--- config.mk ---
export PLATFORM = sky130hd
export DESIGN_NAME = termometer_multi
export DESIGN_NICKNAME = d
export VERILOG_FILES = /design/src/rtl/termometer_multi.sv
export SDC_FILE = /design/constraint.sdc
export NUM_CORES = 1
export LEC_CHECK = 0
export BUFFER_PORTS_ARGS = -buffer_cell sky130_fd_sc_hd__clkbuf_2
export CORE_ASPECT_RATIO = 0.8
export CORE_MARGIN = 5
export CORE_UTILIZATION = 40
export DETAILED_ROUTE_END_ITERATION = 7
export GPL_TIMING_DRIVEN = 0
export PLACE_DENSITY = 0.57
export SETUP_SLACK_MARGIN = 0.1
export SLEW_MARGIN = 40
export SYNTH_ARGS = -nofsm -noshare
export SYNTH_HDL_FRONTEND = slang
export SYNTH_SLANG_ARGS = --single-unit
--- constraint.sdc ---
create_clock -name clk -period 2.7 [get_ports clk]
set_clock_uncertainty 0.1 [all_clocks]
set_input_delay 0.405 -clock clk [delete_from_list [all_inputs] [get_ports clk]]
set_output_delay 0.405 -clock clk [all_outputs]
set_load 0.02 [all_outputs]
--- src/rtl/termometer_multi.sv ---
// DS18B20 multi-sensor poller driving a byte-level one_wire core: broadcast
// SKIP_ROM + CONVERT_T, then a CRC-checked scratchpad read of each sensor via MATCH_ROM.
module termometer_multi #(
    parameter int                        NUM_SENSORS      = 2,
    parameter int                        CONV_WAIT_CYCLES = 750000,
    parameter logic [64*NUM_SENSORS-1:0] ROM_IDS          = '0
) (
    input  logic                       clk,
    input  logic                       ARstN,
    input  logic                       En,
    input  logic                       ow_busy,
    input  logic                       ow_presence,
    input  logic [7:0]                 ow_dout,
    output logic [7:0]                 ow_din,
    output logic                       ow_reset_n,
    output logic                       ow_w,
    output logic                       ow_r,
    output logic [16*NUM_SENSORS-1:0]  temp,
    output logic [NUM_SENSORS-1:0]     valid,
    output logic [NUM_SENSORS-1:0]     crc_err,
    output logic                       no_presence,
    output logic                       busy,
    output logic                       done
);
    localparam int CW = $clog2(CONV_WAIT_CYCLES + 1);
    localparam int IW = (NUM_SENSORS > 1) ? $clog2(NUM_SENSORS) : 1;

    localparam logic [7:0] CMD_SKIP  = 8'hCC;
    localparam logic [7:0] CMD_CONV  = 8'h44;
    localparam logic [7:0] CMD_MATCH = 8'h55;
    localparam logic [7:0] CMD_READ  = 8'hBE;

    typedef enum logic [3:0] {
        S_IDLE, S_BRESET, S_BSKIP, S_BCONV, S_CWAIT, S_SRESET, S_SMATCH,
        S_SROM, S_SCMD, S_SREAD, S_SCHECK, S_NEXT, S_DONE
    } state_t;

    state_t                     state_q;
    logic                       busy_seen_q;
    logic [CW-1:0]              wait_q;
    logic [IW-1:0]              idx_q;
    logic [3:0]                 bcnt_q;
    logic [7:0]                 crc_q;
    logic [15:0]                hold_q;
    logic [7:0]                 din_q;
    logic                       rstn_q;
    logic                       w_q;
    logic                       r_q;
    logic [16*NUM_SENSORS-1:0]  temp_q;
    logic [NUM_SENSORS-1:0]     valid_q;
    logic [NUM_SENSORS-1:0]     crc_err_q;
    logic                       nop_q;
    logic                       done_q;
    logic                       op_done;

    // Dallas/Maxim CRC-8, data shifted in LSB first.
    function automatic logic [7:0] crc8(input logic [7:0] c, input logic [7:0] d);
        logic [7:0] r;
        r = c;
        for (int k = 0; k < 8; k++) begin
            if (r[0] ^ d[k]) r = (r >> 1) ^ 8'h8C;
            else             r = r >> 1;
        end
        return r;
    endfunction

    function automatic logic [7:0] rom_byte(input int s, input int b);
        logic [64*NUM_SENSORS-1:0] v;
        v = ROM_IDS >> (64 * s + 8 * b);
        return v[7:0];
    endfunction

    // An op finishes on the first low sample of ow_busy after it was seen high.
    assign op_done = busy_seen_q && !ow_busy;

    // Every strobe is launched on the transition into its state, so it is
    // visible for exactly the first cycle the op state is occupied.
    always_ff @(posedge clk or negedge ARstN) begin
        if (!ARstN) begin
            state_q     <= S_IDLE;
            busy_seen_q <= 1'b0;
            wait_q      <= '0;
            idx_q       <= '0;
            bcnt_q      <= '0;
            crc_q       <= '0;
            hold_q      <= '0;
            din_q       <= '0;
            rstn_q      <= 1'b1;
            w_q         <= 1'b0;
            r_q         <= 1'b0;
            temp_q      <= '0;
            valid_q     <= '0;
            crc_err_q   <= '0;
            nop_q       <= 1'b0;
            done_q      <= 1'b0;
        end else begin
            rstn_q <= 1'b1;
            w_q    <= 1'b0;
            r_q    <= 1'b0;
            done_q <= 1'b0;
            if (ow_busy) busy_seen_q <= 1'b1;

            case (state_q)
                S_IDLE: if (En) begin
                    state_q <= S_BRESET; rstn_q <= 1'b0; busy_seen_q <= 1'b0;
                end
                S_BRESET: if (op_done) begin
                    if (!ow_presence) begin
                        nop_q <= 1'b1; state_q <= S_DONE; done_q <= 1'b1;
                    end else begin
                        nop_q <= 1'b0; state_q <= S_BSKIP;
                        w_q <= 1'b1; din_q <= CMD_SKIP; busy_seen_q <= 1'b0;
                    end
                end
                S_BSKIP: if (op_done) begin
                    state_q <= S_BCONV;
                    w_q <= 1'b1; din_q <= CMD_CONV; busy_seen_q <= 1'b0;
                end
                S_BCONV: if (op_done) begin
                    state_q <= S_CWAIT; wait_q <= '0;
                end
                S_CWAIT: begin
                    if (wait_q >= CW'(CONV_WAIT_CYCLES - 1)) begin
                        state_q <= S_SRESET; idx_q <= '0;
                        rstn_q <= 1'b0; busy_seen_q <= 1'b0;
                    end else begin
                        wait_q <= wait_q + CW'(1);
                    end
                end
                S_SRESET: if (op_done) begin
                    if (!ow_presence) begin
                        valid_q[idx_q] <= 1'b0; crc_err_q[idx_q] <= 1'b1;
                        state_q <= S_NEXT;
                    end else begin
                        state_q <= S_SMATCH;
                        w_q <= 1'b1; din_q <= CMD_MATCH; busy_seen_q <= 1'b0;
                    end
                end
                S_SMATCH: if (op_done) begin
                    state_q <= S_SROM; bcnt_q <= '0;
                    w_q <= 1'b1; din_q <= rom_byte(int'(idx_q), 0); busy_seen_q <= 1'b0;
                end
                S_SROM: if (op_done) begin
                    busy_seen_q <= 1'b0;
                    w_q         <= 1'b1;
                    if (bcnt_q == 4'd7) begin
                        state_q <= S_SCMD; din_q <= CMD_READ;
                    end else begin
                        bcnt_q <= bcnt_q + 4'd1;
                        din_q  <= rom_byte(int'(idx_q), int'(bcnt_q) + 1);
                    end
                end
                S_SCMD: if (op_done) begin
                    state_q <= S_SREAD; crc_q <= '0; bcnt_q <= '0;
                    r_q <= 1'b1; busy_seen_q <= 1'b0;
                end
                S_SREAD: if (op_done) begin
                    crc_q <= crc8(crc_q, ow_dout);
                    if (bcnt_q == 4'd0) hold_q[7:0]  <= ow_dout;
                    if (bcnt_q == 4'd1) hold_q[15:8] <= ow_dout;
                    if (bcnt_q != 4'd9) bcnt_q <= bcnt_q + 4'd1;
                    if (bcnt_q == 4'd8) begin
                        state_q <= S_SCHECK;
                    end else begin
                        r_q <= 1'b1; busy_seen_q <= 1'b0;
                    end
                end
                S_SCHECK: begin
                    if (crc_q == 8'h00) begin
                        temp_q[16*int'(idx_q) +: 16] <= hold_q;
                        valid_q[idx_q]   <= 1'b1;
                        crc_err_q[idx_q] <= 1'b0;
                    end else begin
                        crc_err_q[idx_q] <= 1'b1;
                    end
                    state_q <= S_NEXT;
                end
                S_NEXT: begin
                    if (idx_q == IW'(NUM_SENSORS - 1)) begin
                        state_q <= S_DONE; done_q <= 1'b1;
                    end else begin
                        idx_q <= idx_q + IW'(1); state_q <= S_SRESET;
                        rstn_q <= 1'b0; busy_seen_q <= 1'b0;
                    end
                end
                S_DONE:  state_q <= S_IDLE;
                default: state_q <= S_IDLE;
            endcase
        end
    end

    assign ow_din      = din_q;
    assign ow_reset_n  = rstn_q;
    assign ow_w        = w_q;
    assign ow_r        = r_q;
    assign temp        = temp_q;
    assign valid       = valid_q;
    assign crc_err     = crc_err_q;
    assign no_presence = nop_q;
    assign busy        = (state_q != S_IDLE);
    assign done        = done_q;

endmodule

After elaboration in Yosys (flattened, before gate mapping)

Index checks and enable logic that the tools add are counted.

Register bits after elaboration: 103
Latch bits: 0
RAM bits: 0
Memory bits (read-only): 0
Bits of input ports: 13
Word-level logic and storage cells: 212
Memories kept: 0

$add $sub $neg: 6
$mul: 0
Div/mod/pow operators: 0
Order comparisons: 3
Equal/unequal tests: 35
Shift operators: 4
Multiplexer cells: 97
Bitwise operators: 21
Reductions and logical operators: 29

Operators by type and width:

| cell                                                                      | number |
|---|---|
| 8-bit 2-to-1 mux                                                          | 32 |
| 4-bit 2-to-1 mux                                                          | 20 |
| 4-bit one-hot mux with 12 select lines                                    | 1 |
| 20-bit 2-to-1 mux                                                         | 2 |
| 20-bit one-hot mux with 2 select lines                                    | 1 |
| 8-bit one-hot mux with 5 select lines                                     | 1 |
| 2-bit inequality test (second input constant)                             | 19 |
| 5-bit negation with 33-bit output                                         | 1 |
| 16-bit by 33-bit variable shift with 32-bit output (first input constant) | 1 |
| 16-bit by 33-bit variable part select with 32-bit output                  | 1 |
| 32-bit bitwise mux                                                        | 1 |
| 2-bit NOT with 3-bit output                                               | 8 |
| 1-bit 2-to-1 mux                                                          | 22 |
| 20-bit by 1-bit adder with 20-bit output (second input constant)          | 1 |
| 4-bit by 3-bit equality test with 1-bit output (second input constant)    | 5 |
| 4-bit equality test (second input constant)                               | 5 |
| 20-bit greater-or-equal comparator (second input constant)                | 1 |
| 8-bit one-hot mux with 2 select lines                                     | 1 |
| 3-bit AND reduction                                                       | 5 |
| 2-bit 2-to-1 mux                                                          | 6 |
| 4-bit one-hot mux with 3 select lines                                     | 1 |
| 12-bit AND reduction                                                      | 1 |
| 7-bit by 8-bit adder with 9-bit output                                    | 1 |
| 1-bit by 9-bit right shift with 8-bit output (first input constant)       | 1 |
| other kinds (34)                                                          | 57 |

Depth between registers and ports, before layout

Gate-level depths: netlist (run 1).

Depth in word-level cells: 32
Depth in mapped cells: 8
Depth with buffers taken out: 8

Least setup slack after synthesis (run 1)

No wires, ideal clock.

Path kind: register to register
Start: register wait_q[0]
End: register wait_q[6]
Library setup time: 0.076 ns
Arrival: 1.985 ns
Required time: 2.524 ns
Setup slack: 0.539 ns
Stages on the path, launching flop included: 8
Path buffers: 0
Period minus slack after synthesis: 2.161 ns
Cells stage by stage: dfrtp_1 > ha_1 > and4b_1 > o211a_1 > o211ai_4 > nand2_4 > or4_1 > o21ai_1

Longest elaborated chain between the ends: 3
Elaborated cells on any way between the ends: 6
Those cells by class: add/sub: 1; order compare: 1; eq/ne: 1; mux: 2; reduce/logical: 1

RTL lines:

| element                                                                                        | RTL line | text |
|---|---|---|
| start: declaration                                                                             | 40       | `logic [CW-1:0] wait_q;` |
| start signal: assignment                                                                       | 127      | `wait_q <= wait_q + CW'(1);` |
| 20-bit by 1-bit adder with 20-bit output or 20-bit greater-or-equal comparator (tied branches) | 127, 123 |  |
| 20-bit 2-to-1 mux or 2-bit inequality test (tied branches)                                     | n/a      |  |
| 20-bit one-hot mux with 2 select lines or 3-bit AND reduction (tied branches)                  | n/a      |  |

Parallel ways exist; a longest one is shown, timed or not. The select of a mux whose other input is x is not followed.
A chain may end at the register's enable or synchronous reset.

Worst setup path in the final report (run 1)

Start: register state_q[0]
End: register state_q[0]

Longest elaborated chain between the ends: 3
Elaborated cells on any way between the ends: 26
Those cells by class: eq/ne: 23; mux: 1; reduce/logical: 2

RTL lines:

| element                                           | RTL line | text |
|---|---|---|
| start: declaration                                | 38       | `state_t state_q;` |
| start signal: assignment                          | 80       | `state_q <= S_IDLE;` |
| start signal: assignment                          | 105      | `state_q <= S_BRESET; rstn_q <= 1'b0; busy_seen_q <= 1'b0;` |
| start signal: assignment                          | 109      | `nop_q <= 1'b1; state_q <= S_DONE; done_q <= 1'b1;` |
| 4-bit equality test, or another cell as far along | 103      | `case (state_q)` |
| 2-bit inequality test (no line)                   | n/a      |  |
| 12-bit AND reduction (no line)                    | n/a      |  |

Parallel ways exist; a longest one is shown, timed or not.

==> results.sh, run 1 <==
export IMPL_die_y_um=109
export IMPL_tightest_slew_ps=717
export IMPL_finalNonFillerCells=673
export IMPL_drtAntennaViolNets=0
export IMPL_start_kind="register"
export IMPL_setup_violations=0
export IMPL_place_port_buffers=62
export IMPL_synth_nets=458
export IMPL_status="complete, no violations"
export IMPL_r2r_cells=7
export IMPL_finalHoldViolCount=0
export IMPL_r2r_start="state_q[0]"
export IMPL_ys_seq_area_frac=0.512
export IMPL_placed_cells=656
export IMPL_finalInstanceArea_um2=5810
export IMPL_cp_end_kind="register"
export IMPL_placed_area_um2=5480
export IMPL_nNetsFinal=533
export IMPL_yosysUniqueCellTypes=62
export IMPL_grt_max_degree=71
export IMPL_grt_pass1_vias=3630
export IMPL_grt_antenna_before_repair=0
export IMPL_async_reset_ff_frac=1.00
export IMPL_min_to="busy_seen_q"
export IMPL_numCtsBuffers=9
export IMPL_cp_arrival_ps=2610
export IMPL_p_per_area_nw_per_um2=1020
export IMPL_yosysWarnings=0
export IMPL_vias_per_cell=5.35
export IMPL_firstDrtPassIters=4
export IMPL_die_x_um=134
export IMPL_setup_ws_ps=221
export IMPL_pre_cts_ws_ps=116
export IMPL_final_common_cell="dfrtp_1"
export IMPL_row_count=36
export IMPL_cts_sinks=101
export IMPL_synth_area_leaders="dfrtp_1, mux2_2, xnor2_1"
export IMPL_synth_cells=441
export IMPL_min_period_ps=2480
export IMPL_final_setup_tns_ps=0
export IMPL_relSlewSlack=0.518
export IMPL_grt_pass1_wl_um=18700
export IMPL_io_pins=63
export IMPL_r2r_slack_ps=220
export IMPL_place_congestion=0.878
export IMPL_initial_core_util=0.407
export IMPL_synth_seq_cells=101
export IMPL_grtUsageTotal=0.161
export IMPL_route_detailed_drc=0
export IMPL_h_tree_depth=3
export IMPL_drive_gt1_frac=0.305
export IMPL_n_fill_cell=1159
export IMPL_whs_ps=239
export IMPL_clock_path_buffers=2
export IMPL_rsz0062_at_grt="true"
export IMPL_drt_initial_drc_count=199
export IMPL_r2r_end="state_q[0]"
export IMPL_die_area_um2=14700
export IMPL_netlist_area_leader_share=0.507
export IMPL_hpwl_um=8110
export IMPL_worstHoldStart="ow_busy"
export IMPL_leakagePower_uw=0.00277
export IMPL_cts_tree="done"
export IMPL_final_cell_mix="dfrtp_1, clkbuf_2, mux2_2"
export IMPL_period_share=0.918
export IMPL_synth_edf_count=0
export IMPL_critPathMaxFanout=10
export IMPL_critPathKind="reg -> reg"
export IMPL_hold_class="in -> reg"
export IMPL_avgSynthCellArea_um2=11.2
export IMPL_clkTransAtPathRegs_ps=80
export IMPL_hold_depth=2
export IMPL_wirelength_um=11200
export IMPL_antennaDiodeCount=0
export IMPL_fp_coreArea_um2=12100
export IMPL_insertion_delay_ps=350
export IMPL_gr_total_overflow=0
export IMPL_cts_root_buffer="clkbuf_16"
export IMPL_routedWlPerCell_um=16.6
export IMPL_drv_slew=0
export IMPL_irDropWorstVdd_mv=0.403
export IMPL_syn_to_final_growth_pct=17.7
export IMPL_syn_area_um2=4940
export IMPL_crit_required_ps=2840
export IMPL_drv_cap=0
export IMPL_fmax_mhz=403
export IMPL_ys_flop_type="dfrtp_1"
export IMPL_vias=3602
export IMPL_synth_top_area_cell="dfrtp_1"
==> sequential cells by signal, indices dropped and copies added, names as in the netlist, named ones only <==
register / flops
bcnt_q: 4
busy_seen_q: 1
crc_q: 8
done: 1
hold_q: 16
idx_q: 1
no_presence: 1
ow_din: 6
ow_r: 1
ow_reset_n: 1
ow_w: 1
state_q: 4
temp: 32
wait_q: 20
==> critical path: stages, from the launching register on <==
cell and delay [ps]:
dfrtp_1 420, clkbuf_2 260, nand4b_1 170, o2111ai_1 140, a21oi_1 110, nor3_1 380, nor3b_1 390, mux2_2 390
==> kinds of logic (layout without fill, tap and decap cells) <==
family	Yosys count	after routing	share of synthesized area
AND/OR/NAND/NOR	147	147	0.170
multiplexers	52	52	0.118
AO/OA/AOI/OAI	79	79	0.105
adder cells (fa/ha/maj)	4	4	0.0101
XOR/XNOR	31	31	0.0550
buffers and inverters	27	107	0.0299
flip-flops	101	101	0.512
==> area by class of cell <==
| cell class | count | area (um^2) | area share |
|---|---|---|---|
| Buffer | 19 | 119 | 0.0205 |
| Timing Repair Buffer | 65 | 377 | 0.0648 |
| Multi-Input combinational cell | 313 | 2270 | 0.390 |
| Sequential cell | 101 | 2530 | 0.435 |
| Inverter | 7 | 26.3 | 0.00452 |
| Tap cell | 152 | 190 | 0.0327 |
| Clock buffer | 9 | 225 | 0.0388 |
| Clock inverter | 7 | 76.3 | 0.0131 |
==> power by group <==
part	switching [uW]	internal (uW)
Sequential	343	1930
Combinational	1370	1000
Clock	627	654
==> per-stage QoR <==
| step | total power, uW | utilization |
|---|---|---|
| after floorplan | 4000 | - |
| after CTS | 6010 | 0.478 |
| after detailed placement | 4690 | 0.452 |
| after global placement | 4620 | 0.449 |
| after global routing | 6360 | 0.479 |
| final | 5940 | 0.479 |
==> worst max-delay path by stage <==
stage / from / end / slack (ps)
final: state_q[0] / state_q[0] / 220
after global routing: state_q[0] / state_q[0] / 60
after CTS: bcnt_q[2] / state_q[0] / 200
after detailed placement: state_q[0] / state_q[0] / 120
after global placement: ARstN / temp[3] / -220
after floorplan: wait_q[0] / wait_q[6] / 540
==> Yosys cell counts, types with 2 or more instances <==
library cell / count
o31ai_1: 5
nor4b_4: 2
nand2b_4: 3
o21ai_0: 22
nor3_1: 7
ha_1: 4
a31oi_1: 6
nand4_2: 2
and3b_1: 2
and2_1: 3
a21oi_1: 19
nor2_1: 37
nor2b_1: 5
mux2_2: 51
a22o_1: 2
and3_1: 5
buf_4: 3
nand3_1: 11
nand2_1: 34
xor2_1: 14
nand2b_1: 3
buf_6: 2
o21ai_1: 2
or3_1: 8
nand4_1: 7
o21a_1: 6
nor4_1: 4
xnor2_1: 17
o22ai_1: 3
clkbuf_1: 11
and4b_1: 2
inv_1: 7
a2bb2oi_1: 2
dfrtp_1: 100
buf_2: 3
==> layer usage <==
layer	wire, um	up-vias	GRT usage
met1	5290	1783	0.223
li1	-	1727	-
met3	437	13	0.0393
met2	5290	79	0.251
met5	0	-	0
met4	158	0	0.0538
==> what timing repair did <==
| item | 4_1_cts | 5_1_grt |
|---|---|---|
| endpoints found under the setup margin | 1 | 17 |
| buffers inserted | 0 | 1 |
| pin swaps | 0 | 2 |
| hold endpoints to repair | 30 | 0 |
| hold buffers | 1 | 0 |
| resized for setup | 1 | 0 |
Note: power is estimated with default switching activity, not from simulation.
==> run 2: changes to the inputs <==
--- a/config.mk
+++ b/config.mk
@@ -8,12 +8,12 @@
 export BUFFER_PORTS_ARGS = -buffer_cell sky130_fd_sc_hd__clkbuf_2
 export CORE_ASPECT_RATIO = 0.8
 export CORE_MARGIN = 5
-export CORE_UTILIZATION = 40
+export CORE_UTILIZATION = 56
 export DETAILED_ROUTE_END_ITERATION = 7
 export GPL_TIMING_DRIVEN = 0
-export PLACE_DENSITY = 0.57
+export PLACE_DENSITY = 0.76
 export SETUP_SLACK_MARGIN = 0.1
-export SLEW_MARGIN = 40
+export SLEW_MARGIN = 20
 export SYNTH_ARGS = -nofsm -noshare
 export SYNTH_HDL_FRONTEND = slang
 export SYNTH_SLANG_ARGS = --single-unit
==> run 2 against run 1 <==
  * Via count rose by 2.7%
  * Design area fell by 2.5%
  * Register-to-register slack got worse by 20 ps
==> results.sh, run 2 (synthesized netlist as in run 1, its figures left out) <==
export IMPL_clkTransAtPathRegs_ps=100
export IMPL_fp_coreArea_um2=8560
export IMPL_path_cells="buf_6 > nand2b_1 > nor2_1 > nand2_2 > nor4b_4 > mux2_2"
export IMPL_nNetsFinal=533
export IMPL_setup_violations=0
export IMPL_hold_depth=2
export IMPL_rsz0062_at_grt="false"
export IMPL_die_area_um2=10800
export IMPL_syn_to_final_growth_pct=14.7
export IMPL_p_switching_uw=2280
export IMPL_initial_core_util=0.577
export IMPL_leakagePower_uw=0.00274
export IMPL_cts_root_buffer="clkbuf_8"
export IMPL_critPathSlowestCell="nor4b_4"
export IMPL_cp_end_kind="register"
export IMPL_start_kind="register"
export IMPL_status="complete, no violations"
export IMPL_antennaDiodeCount=0
export IMPL_placed_area_um2=5420
export IMPL_critPathMaxFanout=10
export IMPL_clock_path_buffers=2
export IMPL_r2r_start="state_q[1]"
export IMPL_crit_required_ps=2860
export IMPL_irDropWorstVdd_mv=0.508
export IMPL_period_share=0.927
export IMPL_final_cell_mix="dfrtp_1, clkbuf_2, mux2_2"
export IMPL_cts_sinks=101
export IMPL_drive_gt1_frac=0.303
export IMPL_cts_tree="done"
export IMPL_r2r_end="hold_q[14]"
export IMPL_cp_arrival_ps=2670
export IMPL_firstDrtPassIters=5
export IMPL_numCtsBuffers=9
export IMPL_fmax_mhz=400
export IMPL_cts_setup_buffers=0
export IMPL_drv_slew=0
export IMPL_finalHoldViolCount=0
export IMPL_final_setup_tns_ps=0
export IMPL_grt_antenna_before_repair=0
export IMPL_p_seq_frac=0.395
export IMPL_p_per_area_nw_per_um2=1010
export IMPL_h_tree_depth=3
export IMPL_final_common_cell="dfrtp_1"
export IMPL_largest_reg_flops=32
export IMPL_min_period_ps=2500
export IMPL_vias_per_cell=5.85
export IMPL_die_x_um=115
export IMPL_pwr_share_clk=0.188
export IMPL_relSlewSlack=0.516
export IMPL_place_port_buffers=62
export IMPL_grt_max_degree=59
export IMPL_slowest_delay_ps=620
export IMPL_drt_initial_drc_count=336
export IMPL_hold_class="in -> reg"
export IMPL_place_congestion=0.851
export IMPL_worstHoldStart="ow_busy"
export IMPL_r2r_cells=6
export IMPL_drv_cap=0
export IMPL_row_count=30
export IMPL_tightest_slew_ps=719
export IMPL_gr_total_overflow=0
export IMPL_grt_pass1_wl_um=18500
export IMPL_routedWlPerCell_um=17.4
export IMPL_hpwl_um=7880
export IMPL_postLayoutCoreUtil=0.662
export IMPL_critPathKind="reg -> reg"
export IMPL_grt_pass1_vias=3671
export IMPL_grtUsageTotal=0.218
export IMPL_switching_share=0.396
export IMPL_r2r_slack_ps=200
export IMPL_n_fill_cell=667
export IMPL_wirelength_um=11000
export IMPL_min_to="busy_seen_q"
export IMPL_insertion_delay_ps=380
export IMPL_p_int_uw=3470
export IMPL_io_pins=63
export IMPL_p_comb_frac=0.418
export IMPL_vias=3701
export IMPL_drtAntennaViolNets=0
export IMPL_finalInstanceArea_um2=5660
export IMPL_route_detailed_drc=0
export IMPL_die_y_um=94.0
==> run 2: area by class of cell <==
type | count | area (um^2) | share of cell area
sequential | 101 | 2530 | 0.447
multi-input combinational | 313 | 2270 | 0.400
timing repair buffer | 64 | 357 | 0.0630
tap | 112 | 140 | 0.0247
clock buffer | 9 | 124 | 0.0219
buffer | 20 | 123 | 0.0217
clock inverter | 7 | 97.6 | 0.0172
inverter | 7 | 26.3 | 0.00464
==> run 2: power groups by stage <==
stage | registers, uW | logic (uW) | clock network [uW]
6_report | 2270 | 2400 | 1080
5_1_grt | 2330 | 2620 | 1170
4_1_cts | 2260 | 2400 | 1090
3_5_place_dp | 2290 | 2380 | 0
3_3_place_gp | 2260 | 2320 | 0
2_1_floorplan | 2440 | 1560 | 0
==> run 2: worst max path at each step <==
stage / start / to / slack (ps) / depth (start not counted)
floorplan: wait_q[0] / wait_q[6] / 540 / 7
global placement: ARstN / temp[5] / -130 / 1
CTS: state_q[0] / state_q[0] / 190 / 7
global route: state_q[1] / hold_q[14] / 100 / 6
finish: state_q[1] / hold_q[14] / 200 / 6
detailed placement: ow_busy / hold_q[0] / 130 / 7
==> run 2: critical path: cells and delay by family (launching register included) <==
family / cells / cell delay, ps
multiplexers: 1 / 410
flip-flops: 1 / 390
AND/OR/NAND/NOR: 4 / 1360
buffers and inverters: 1 / 140
==> run 2: layer usage <==
metal / vias to the layer above / track usage / share of wire
met3: 15 / 0.0476 / 0.052
met5: - / 0 / 0
met2: 113 / 0.341 / 0.47
met4: 0 / 0.0596 / 0.012
li1: 1723 / - / -
met1: 1850 / 0.309 / 0.47
==> run 2: timing repair <==
action,in CTS,in global routing
hold endpoints to repair,42,0
resized for setup,0,2
setup endpoints to repair,0,2
hold buffers,1,0
==> run 2: per-stage QoR <==
stage / hold slack (ps) / setup WS, ps / power [uW] / cells
5_1_grt: 197 / 100 / 6120 / 633
3_3_place_gp: 369 / -130 / 4580 / 615
2_1_floorplan: 9.41 / 539 / 4000 / 441
4_1_cts: 191 / 193 / 5750 / 633
3_5_place_dp: 264 / 131 / 4670 / 616
6_report: 199 / 197 / 5740 / 633
